$ cat config.mk
export PLATFORM = sky130hd
export DESIGN_NAME = tile_n_planner
export DESIGN_NICKNAME = d
export VERILOG_FILES = /design/src/rtl/tile_n_planner.sv
export SDC_FILE = /design/constraint.sdc
export NUM_CORES = 1
export LEC_CHECK = 0
export ABC_AREA = 1
export CAP_MARGIN = 5
export CELL_PAD_IN_SITES_DETAIL_PLACEMENT = 0
export CELL_PAD_IN_SITES_GLOBAL_PLACEMENT = 1
export CORE_ASPECT_RATIO = 0.5
export CORE_MARGIN = 4
export CORE_UTILIZATION = 45
export DETAILED_ROUTE_END_ITERATION = 16
export DONT_BUFFER_PORTS = 1
export PLACE_DENSITY = 0.85
export SETUP_SLACK_MARGIN = 0.5
export SYNTH_ARGS = -nofsm -noshare
export SYNTH_HDL_FRONTEND = slang
export SYNTH_SLANG_ARGS = --single-unit
export TNS_END_PERCENT = 100
$ cat constraint.sdc
create_clock -name clk -period 8.07 [get_ports clk]
set_input_delay 2.0175 -clock clk [delete_from_list [all_inputs] [get_ports clk]]
set_output_delay 2.0175 -clock clk [all_outputs]
set_load 0.03 [all_outputs]
$ cat src/rtl/tile_n_planner.sv
// tile_n_planner: computes the largest tile count whose activations, weights,
// bias and partial sums fit in the global buffer, using a bit-serial
// restoring divider. Handshake: start / busy / done.
// Optional feature macro: TILE_N_CLAMP_EN (clamps the quotient to TILE_N_MAX
// before alignment). The default build has no clamp.

`ifndef GLB_MAX_BYTES
`define GLB_MAX_BYTES 65536
`endif
`ifndef BYTES_I
`define BYTES_I 1
`endif
`ifndef BYTES_W
`define BYTES_W 1
`endif
`ifndef BYTES_P
`define BYTES_P 4
`endif

module tile_n_planner #(
  parameter int unsigned GLB_BYTES  = `GLB_MAX_BYTES,
  parameter int unsigned BYTES_I    = `BYTES_I,
  parameter int unsigned BYTES_W    = `BYTES_W,
  parameter int unsigned BYTES_P    = `BYTES_P,
  parameter int unsigned DIM_W      = 7,
  parameter int unsigned OUT_W      = 32,
  parameter int unsigned ALIGN_N    = 4,
  parameter int unsigned TILE_N_MAX = 256
) (
  input  logic             clk,
  input  logic             rst_n,
  input  logic             start,
  input  logic [1:0]       layer_type,
  input  logic [DIM_W-1:0] in_C,
  input  logic [DIM_W-1:0] out_C,
  input  logic [1:0]       kH,
  input  logic [1:0]       kW,
  input  logic [DIM_W-1:0] tile_D,
  input  logic [DIM_W-1:0] tile_K,
  input  logic [DIM_W-1:0] tile_D_f,
  input  logic [DIM_W-1:0] tile_K_f,
  input  logic [DIM_W-1:0] M1,
  input  logic [DIM_W-1:0] M2,
  input  logic [DIM_W-1:0] M3,
  output logic             busy,
  output logic             done,
  output logic [OUT_W-1:0] tile_n,
  output logic             err
);

  localparam int unsigned PW = OUT_W + 2;         // product / budget width
  localparam int unsigned RW = PW + 1;            // shifted remainder width
  localparam int unsigned CW = $clog2(OUT_W + 1); // divider step counter

  localparam logic [1:0] LT_PW  = 2'd0;
  localparam logic [1:0] LT_LIN = 2'd3;

  typedef enum logic [2:0] {
    S_IDLE,
    S_PREP,
    S_CHECK,
    S_DIV,
    S_FIN
  } state_t;

  state_t state, state_nx;

  // Control strobes from the FSM
  logic cap_en, prep_en, check_en, div_en, fin_en;

  // Captured request
  logic [1:0]       lt_r, kh_r, kw_r;
  logic [DIM_W-1:0] inc_r, outc_r, td_r, tk_r, tdf_r, tkf_r, m1_r, m2_r, m3_r;

  // Budget terms and divider state
  logic [PW-1:0]    f_q, b_q, p_q, d_q;
  logic [PW-1:0]    n_val;
  logic             bad;
  logic             err_flag;
  logic [OUT_W-1:0] quo;
  logic [PW-1:0]    rem;
  logic [RW-1:0]    rem_sh, rem_nx;
  logic             ge;
  logic [CW-1:0]    cnt;
  logic [OUT_W-1:0] q_cl, aligned;

  // Remaining budget after fixed costs; negative or zero divisor is infeasible
  assign n_val = PW'(GLB_BYTES) - f_q - b_q + p_q;
  assign bad   = n_val[PW-1] || (d_q == '0);

  // One restoring-division step: shift in next dividend bit, try subtract
  always_comb begin
    rem_sh = {rem, quo[OUT_W-1]};
    ge     = (rem_sh >= RW'(d_q));
    rem_nx = ge ? (rem_sh - RW'(d_q)) : rem_sh;
  end

  // Optional clamp, then per-layer-type alignment
  always_comb begin
`ifdef TILE_N_CLAMP_EN
    q_cl = (quo > OUT_W'(TILE_N_MAX)) ? OUT_W'(TILE_N_MAX) : quo;
`else
    q_cl = quo;
`endif
    if ((lt_r == LT_PW) || (lt_r == LT_LIN)) aligned = q_cl & ~OUT_W'(ALIGN_N - 1);
    else                                      aligned = q_cl;
  end

  // Channel counts travel with the request but do not enter the arithmetic
  logic unused_ok;
`ifdef TILE_N_CLAMP_EN
  assign unused_ok = ^{inc_r, outc_r};
`else
  assign unused_ok = ^{inc_r, outc_r, OUT_W'(TILE_N_MAX)};
`endif

  // State register
  always_ff @(posedge clk or negedge rst_n) begin
    if (!rst_n) state <= S_IDLE;
    else        state <= state_nx;
  end

  // Next-state and control strobes; start is blocked during the done cycle
  always_comb begin
    state_nx = state;
    cap_en   = 1'b0;
    prep_en  = 1'b0;
    check_en = 1'b0;
    div_en   = 1'b0;
    fin_en   = 1'b0;
    unique case (state)
      S_IDLE: begin
        if (start && !done) begin
          cap_en   = 1'b1;
          state_nx = S_PREP;
        end
      end
      S_PREP: begin
        prep_en  = 1'b1;
        state_nx = S_CHECK;
      end
      S_CHECK: begin
        check_en = 1'b1;
        state_nx = bad ? S_FIN : S_DIV;
      end
      S_DIV: begin
        div_en = 1'b1;
        if (cnt == CW'(OUT_W - 1)) state_nx = S_FIN;
      end
      S_FIN: begin
        fin_en   = 1'b1;
        state_nx = S_IDLE;
      end
      default: state_nx = S_IDLE;
    endcase
  end

  // Datapath and registered outputs
  always_ff @(posedge clk or negedge rst_n) begin
    if (!rst_n) begin
      lt_r     <= '0;
      kh_r     <= '0;
      kw_r     <= '0;
      inc_r    <= '0;
      outc_r   <= '0;
      td_r     <= '0;
      tk_r     <= '0;
      tdf_r    <= '0;
      tkf_r    <= '0;
      m1_r     <= '0;
      m2_r     <= '0;
      m3_r     <= '0;
      f_q      <= '0;
      b_q      <= '0;
      p_q      <= '0;
      d_q      <= '0;
      err_flag <= 1'b0;
      quo      <= '0;
      rem      <= '0;
      cnt      <= '0;
      busy     <= 1'b0;
      done     <= 1'b0;
      tile_n   <= '0;
      err      <= 1'b0;
    end else begin
      done <= 1'b0;
      if (cap_en) begin
        lt_r   <= layer_type;
        kh_r   <= kH;
        kw_r   <= kW;
        inc_r  <= in_C;
        outc_r <= out_C;
        td_r   <= tile_D;
        tk_r   <= tile_K;
        tdf_r  <= tile_D_f;
        tkf_r  <= tile_K_f;
        m1_r   <= M1;
        m2_r   <= M2;
        m3_r   <= M3;
        busy   <= 1'b1;
      end
      if (prep_en) begin
        f_q <= PW'(kh_r) * PW'(kw_r) * PW'(tdf_r) * PW'(tkf_r) * PW'(BYTES_W);
        b_q <= PW'(tk_r) * PW'(BYTES_P);
        p_q <= PW'(m2_r) * PW'(m3_r) * PW'(tk_r) * PW'(BYTES_P);
        d_q <= PW'(m1_r) * PW'(td_r) * PW'(BYTES_I)
             + PW'(m3_r) * PW'(tk_r) * PW'(BYTES_P);
      end
      if (check_en) begin
        err_flag <= bad;
        cnt      <= '0;
        rem      <= '0;
        if (|n_val[PW-1:OUT_W]) quo <= '1;
        else                    quo <= n_val[OUT_W-1:0];
      end
      if (div_en) begin
        rem <= PW'(rem_nx);
        quo <= {quo[OUT_W-2:0], ge};
        cnt <= cnt + CW'(1);
      end
      if (fin_en) begin
        done   <= 1'b1;
        busy   <= 1'b0;
        err    <= err_flag;
        tile_n <= err_flag ? '0 : aligned;
      end
    end
  end

endmodule

==> results.py, run 1 <==
metrics = {
    "critical_path": {
        "worst-path-buf-inv": 11,
        "critPathMostFrequentCell": "fa_1",
        "crit_path_top_delay_cell": "fa_1",
        "crit_family": "adder cells",
        "worst_path_largest_cell_delay_ps": 550,
        "r2r.worst_path.cells": 34,
        "startpoint": "m3_r[2]$_DFFE_PN0P_",
        "worst_setup_path_start_kind": "flip-flop",
        "worstPathArrival_ps": 7880,
        "timing_worst_setup_path_type": "reg2reg",
        "worst_path_required_ps": 8580,
        "timing.critical_path.depth": 34,
        "setup.worst_path.end_class": "flip-flop",
        "timing.rr.end": "p_q[21]$_DFFE_PN0P_",
        "reg2reg_setup_slack_ps": 700,
        "path_max_fanout": 5,
        "worst_r2r_startpoint": "m3_r[2]$_DFFE_PN0P_",
        "setup.worst_path.end": "p_q[21]$_DFFE_PN0P_",
    },
    "routing": {
        "avgRoutedWirePerCell_um": 15.25,
        "detail_route.vias_per_cell": 5.056,
        "dr_iter_0_viols": 1235,
        "antenna_violating_nets_post_route": 0,
        "drt_wl_total_um": 62760,
        "met2_wirelength_um": 28570,
        "top_layer": "met5",
        "met3_wirelength_um": 3051,
        "wl_met1_um": 30090,
        "first_pass_iters": 7,
        "detailroute.via_count": 20800,
        "remaining_drc_errors": 0,
    },
    "timing": {
        "hold_violation_count_in_the_final_report": 0,
        "totalNegativeSetupSlack_ps": 0,
        "rsz0062_at_grt": "false",
        "max-slew-margin-rel": 0.3564,
        "fmaxAchievable_ghz": 0.1358,
        "slew_viol_final": 0,
        "setup_viol": 0,
        "fin_crit_sh": 0.9128,
        "worst-slew-pin-transition_ps": 955.3,
        "final.setup_skew_ps": 14.57,
        "post-route-min-period_ps": 7366,
    },
    "floorplanning": {
        "coreArea_um2": 54200,
        "std_cell_rows": 60,
        "floorplan.initialDensity": 0.4593,
        "num_io_pins": 107,
        "die-area_um2": 59380,
        "die_outline_height_um": 174.3,
        "die_x_um": 340.6,
    },
    "synthesis": {
        "syn-num-nets": 3864,
        "post_synth_edffs": 0,
        "postSynthAreaPerCell_um2": 7.451,
        "synth.distinct_cells": 56,
        "synth.ff_latch_count": 229,
        "postSynthCellCount": 3341,
        "yosysWarningCount": 0,
        "primary_ff_master_synth": "dfrtp_1",
        "synth-seq-area-share": 0.2302,
        "synthArstFlopShare": 1.000,
        "post_synth_instance_area_um2": 24890,
    },
    "flow_run": {
        "max_cap_violations": 0,
    },
    "hold_path": {
        "holdCritPathClass": "reg2reg",
    },
    "layout": {
        "final_cell_mix": "nand2_1, inv_1, ha_1, dfrtp_1, nor2_1",
        "mostFrequentLayoutCell": "nand2_1",
        "final-instance-count-excl-fill": 4115,
        "drive_gt1_frac": 0.09175,
        "post-route-cell-area_um2": 27360,
        "flow.area_growth_from_synthesis_pct": 9.917,
        "num-nets-final": 3873,
    },
    "grt": {
        "number_of_antenna_violations_at_the_first_check_in_global_routing": 3,
        "groute.usage.overall": 0.2145,
        "grt_start_max_net_pins": 230,
        "grt_pass1_vias": 21050,
        "grt-ovfl-total": 0,
        "grt_pass1_wl_um": 105700,
    },
    "clock_network": {
        "cts_sinks": 229,
        "cts_tree": "done",
        "cts_buffer_depth": 3,
        "cts_hold_repair.buffers": 0,
        "clkLatencyLatePin_ps": 580,
        "clock-root-buffer": "clkbuf_16",
        "cts_made_buffers": 25,
        "ctsHtreeMaxLevel": 1,
        "clk_transition_reported_paths_ps": 70,
    },
    "placement": {
        "place.detailed.instances": 4025,
        "i_o_buffers": 0,
        "final_weighted_congestion_of_routability_driven_global_placement": 0.8764,
        "detailedPlacementHpwl_um": 47860,
        "placedInstanceArea_um2": 25650,
    },
    "run_status": {
        "result_of_the_run": "complete, no violations",
    },
}
[metal layers]
metal  GRT usage  up-vias
li1            -    10340
met1      0.3003     9996
met2      0.3551      395
met3     0.03495       69
met4     0.03959        2
met5           0        -
[how the worst min path moves through the flow]
stage / slack (ps) / depth (start not counted) / to / startpoint
floorplan: 440 / 2 / rem[33]$_DFFE_PN0P_ / rem[33]$_DFFE_PN0P_
global placement: 460 / 2 / q_cl[21]$_DFFE_PN0P_ / q_cl[21]$_DFFE_PN0P_
detailed placement: 460 / 2 / rem[33]$_DFFE_PN0P_ / rem[33]$_DFFE_PN0P_
CTS: 480 / 2 / q_cl[20]$_DFFE_PN0P_ / q_cl[20]$_DFFE_PN0P_
global route: 500 / 2 / rem[33]$_DFFE_PN0P_ / rem[33]$_DFFE_PN0P_
finish: 480 / 2 / rem[33]$_DFFE_PN0P_ / rem[33]$_DFFE_PN0P_
[logic make-up after synthesis]
| group | after synthesis | share of synthesized area |
|---|---|---|
| muxes | 37 | 0.01674 |
| and+or+nand+nor | 1434 | 0.2419 |
| xor gates and xnor gates | 80 | 0.02815 |
| adders and majority gates | 451 | 0.2885 |
| AOI/OAI and AO/OA | 332 | 0.07394 |
| buffers and inverters | 778 | 0.1206 |
| DFF | 229 | 0.2302 |
[through the flow]
stage | hold WS [ps] | setup slack [ps] | utilization
finish | 478.2 | 703.8 | 0.5048
global route | 504.8 | 398.2 | 0.5048
CTS | 482.9 | 503.0 | 0.4921
detailed placement | 464.9 | 230.5 | 0.4732
global placement | 464.8 | 313.7 | 0.4732
floorplan | 440.4 | 502.8 | -
[area by class of cell]
cell class	instances	area (um^2)
antenna	3	7.507
multi-input combinational	2334	16690
tap	744	930.9
timing repair buffer	70	536.8
fill	5321	26840
sequential	229	5731
clock inverter	10	128.9
clock buffer	35	733.2
inverter	690	2601
[repair_timing]
item	in CTS	in global routing
pin swaps	5	57
gates resized for setup	25	107
endpoints found under the setup margin	11	21
buffers inserted	9	33
[worst register-to-register path, delay by kind of cell (launching register included)]
kind,cells,cell delay (ps)
fa+ha+maj,10,4620
flops,1,430
buf+inv,11,810
simple gates,8,850
xor+xnor,1,180
compound gates,4,430
[cell usage after synthesis, types with 11 or more instances]
cell	count	share of area
inv_1	670	0.10
ha_1	246	0.12
nand4_1	31	0.0078
nand2_1	893	0.13
inv_2	12	0.0018
fa_1	205	0.16
o21ai_1	24	0.0048
nor2_1	236	0.036
nor3_1	36	0.0072
xnor2_1	16	0.0056
nand3b_1	13	0.0039
nand3_2	11	0.0044
clkbuf_1	65	0.0098
mux2_2	37	0.017
nand3_1	168	0.034
buf_2	13	0.0026
xor2_1	64	0.023
o21ai_0	108	0.022
dfrtp_1	229	0.23
a21oi_1	132	0.027
o21bai_1	14	0.0042
[state kept, by name, summed over array words and instances, names as in the netlist, 17 cells and up]
name,cells
rem,34
q_cl,32
tile_n,32
p_q,21
f_q,18
d_q,17
Power of run 1 is left out: the tool's default activity adds up to more than one toggle a clock period on the data nets, which glitch-free logic cannot reach.
==> inputs of run 2 (changes only) <==
--- a/config.mk
+++ b/config.mk
@@ -11,11 +11,9 @@
 export CELL_PAD_IN_SITES_GLOBAL_PLACEMENT = 1
 export CORE_ASPECT_RATIO = 0.5
 export CORE_MARGIN = 4
-export CORE_UTILIZATION = 45
+export CORE_UTILIZATION = 42
 export DETAILED_ROUTE_END_ITERATION = 16
-export DONT_BUFFER_PORTS = 1
-export PLACE_DENSITY = 0.85
-export SETUP_SLACK_MARGIN = 0.5
+export PLACE_DENSITY = 0.84
 export SYNTH_ARGS = -nofsm -noshare
 export SYNTH_HDL_FRONTEND = slang
 export SYNTH_SLANG_ARGS = --single-unit
==> results.py, run 2 (synthesis results as in run 1) <==
metrics = {
    "grt": {
        "groute.usage.overall": 0.2012,
        "grt_pass1_wl_um": 107400,
        "grt_pass1_vias": 21450,
        "grt_start_max_net_pins": 123,
        "grt-ovfl-total": 0,
        "number_of_antenna_violations_at_the_first_check_in_global_routing": 0,
    },
    "critical_path": {
        "timing_worst_setup_path_type": "reg2reg",
        "r2r.worst_path.cells": 33,
        "path_max_fanout": 4,
        "crit_path_top_delay_cell": "fa_1",
        "worst_path_required_ps": 8500,
        "worst_path_largest_cell_delay_ps": 540,
        "setup.worst_path.end_class": "flip-flop",
        "worstPathArrival_ps": 7990,
        "critPathMostFrequentCell": "inv_1",
        "worst_setup_path_start_kind": "flip-flop",
    },
    "clock_network": {
        "ctsHtreeMaxLevel": 1,
        "cts_sinks": 229,
        "cts_buffer_depth": 3,
        "clk_transition_reported_paths_ps": 60,
        "cts_tree": "done",
        "cts_made_buffers": 25,
        "clkLatencyLatePin_ps": 580,
        "clock-root-buffer": "clkbuf_16",
        "post_cts.repair.setup_buffers": 0,
    },
    "timing": {
        "rsz0062_at_grt": "false",
        "final.setup_skew_ps": 11.20,
        "fmaxAchievable_ghz": 0.1322,
        "fin_crit_sh": 0.9373,
        "worst-slew-pin-transition_ps": 860.0,
        "slew_viol_final": 0,
        "max-slew-margin-rel": 0.4266,
        "totalNegativeSetupSlack_ps": 0,
        "post-route-min-period_ps": 7564,
        "setup_viol": 0,
        "hold_violation_count_in_the_final_report": 0,
    },
    "routing": {
        "antenna_violating_nets_post_route": 0,
        "detailroute.via_count": 20880,
        "avgRoutedWirePerCell_um": 14.85,
        "detail_route.vias_per_cell": 4.977,
        "drt_wl_total_um": 62280,
        "first_pass_iters": 5,
        "remaining_drc_errors": 0,
        "dr_iter_0_viols": 1176,
    },
    "placement": {
        "detailedPlacementHpwl_um": 48820,
        "i_o_buffers": 92,
        "final_weighted_congestion_of_routability_driven_global_placement": 0.8992,
    },
    "layout": {
        "filler_instances": 5773,
        "largest_register_ffs": 34,
        "flow.area_growth_from_synthesis_pct": 11.24,
        "final_cell_mix": "nand2_1, inv_1, ha_1",
        "registers.top_by_ff_count": "rem",
        "num-nets-final": 3931,
        "antenna_cells": 0,
        "drive_gt1_frac": 0.05690,
        "mostFrequentLayoutCell": "nand2_1",
    },
    "floorplanning": {
        "num_io_pins": 107,
        "std_cell_rows": 62,
        "die_x_um": 352.3,
        "die_outline_height_um": 180.2,
        "floorplan.initialDensity": 0.4290,
        "coreArea_um2": 58030,
        "die-area_um2": 63470,
    },
    "flow_run": {
        "max_cap_violations": 0,
    },
    "run_status": {
        "result_of_the_run": "complete, no violations",
    },
    "hold_path": {
        "holdCritPathClass": "reg2reg",
        "worst_hold_path.num_cells": 2,
    },
}
==> run 2: changes by cell type in the layout (fill, tap and decap cells not counted), sizes merged <==
| cell | delta |
|---|---|
| clkdlybuf4s50 | +91 |
| buf | -33 |
| clkinv | -5 |
| bufinv | +3 |
| diode | -3 |
| inv | +2 |
| clkbuf | +1 |
==> run 2: path summary, 6_finish.rpt <==
path	from	to	slack, ps
worst max-delay path	m2_r[3]$_DFFE_PN0P_	p_q[19]$_DFFE_PN0P_	510
max in group asynchronous	rst_n	d_q[10]$_DFFE_PN0P_	5350
worst max register to register	m2_r[3]$_DFFE_PN0P_	p_q[19]$_DFFE_PN0P_	510
worst min-delay path	busy$_DFFE_PN0P_	busy$_DFFE_PN0P_	480
min in group asynchronous	rst_n	rem[22]$_DFFE_PN0P_	1510
worst min register to register	busy$_DFFE_PN0P_	busy$_DFFE_PN0P_	480
==> run 2: final cells by class <==
type	count	area, um^2	area share
sequential	229	5731	0.2069
timing repair buffer	128	1212	0.04378
tap	768	960.9	0.03470
clock inverter	10	200.2	0.007229
multi-input combinational	2334	16240	0.5865
clock buffer	36	747.0	0.02697
inverter	690	2599	0.09385
==> run 2: what timing repair did <==
item                       in CTS  in global routing
setup endpoints to repair       0                  7
hold buffers                    0                  0
resized for setup               0                 19
==> run 2: metrics by stage <==
step,worst slack [ps],cells,util,hold WS [ps],cell area [um^2]
floorplan,401.5,3341,-,440.4,24890
global placement,293.1,4149,0.4598,463.9,26680
detailed placement,263.4,4149,0.4598,465.9,26680
CTS,256.4,4195,0.4761,483.5,27630
global route,38.49,4195,0.4772,516.3,27690
finish,506.3,4195,0.4772,481.1,27690
==> run 2: layer usage <==
| metal | up-vias | global-route usage | wire (um) |
|---|---|---|---|
| li1 | 10470 | - | - |
| met1 | 10010 | 0.2860 | 30540 |
| met2 | 350 | 0.3342 | 28110 |
| met3 | 44 | 0.02751 | 2756 |
| met4 | 0 | 0.03197 | 884 |
| met5 | - | 0 | 0 |
==> run 2: worst max-delay path, delay by kind of cell (launching register included) <==
family          cells  cell delay, ps
compound gates      7             900
fa+ha+maj          10            4720
buf+inv             9             530
flops               1             380
simple gates        7             890
Power of run 2 is left out for the same reason.
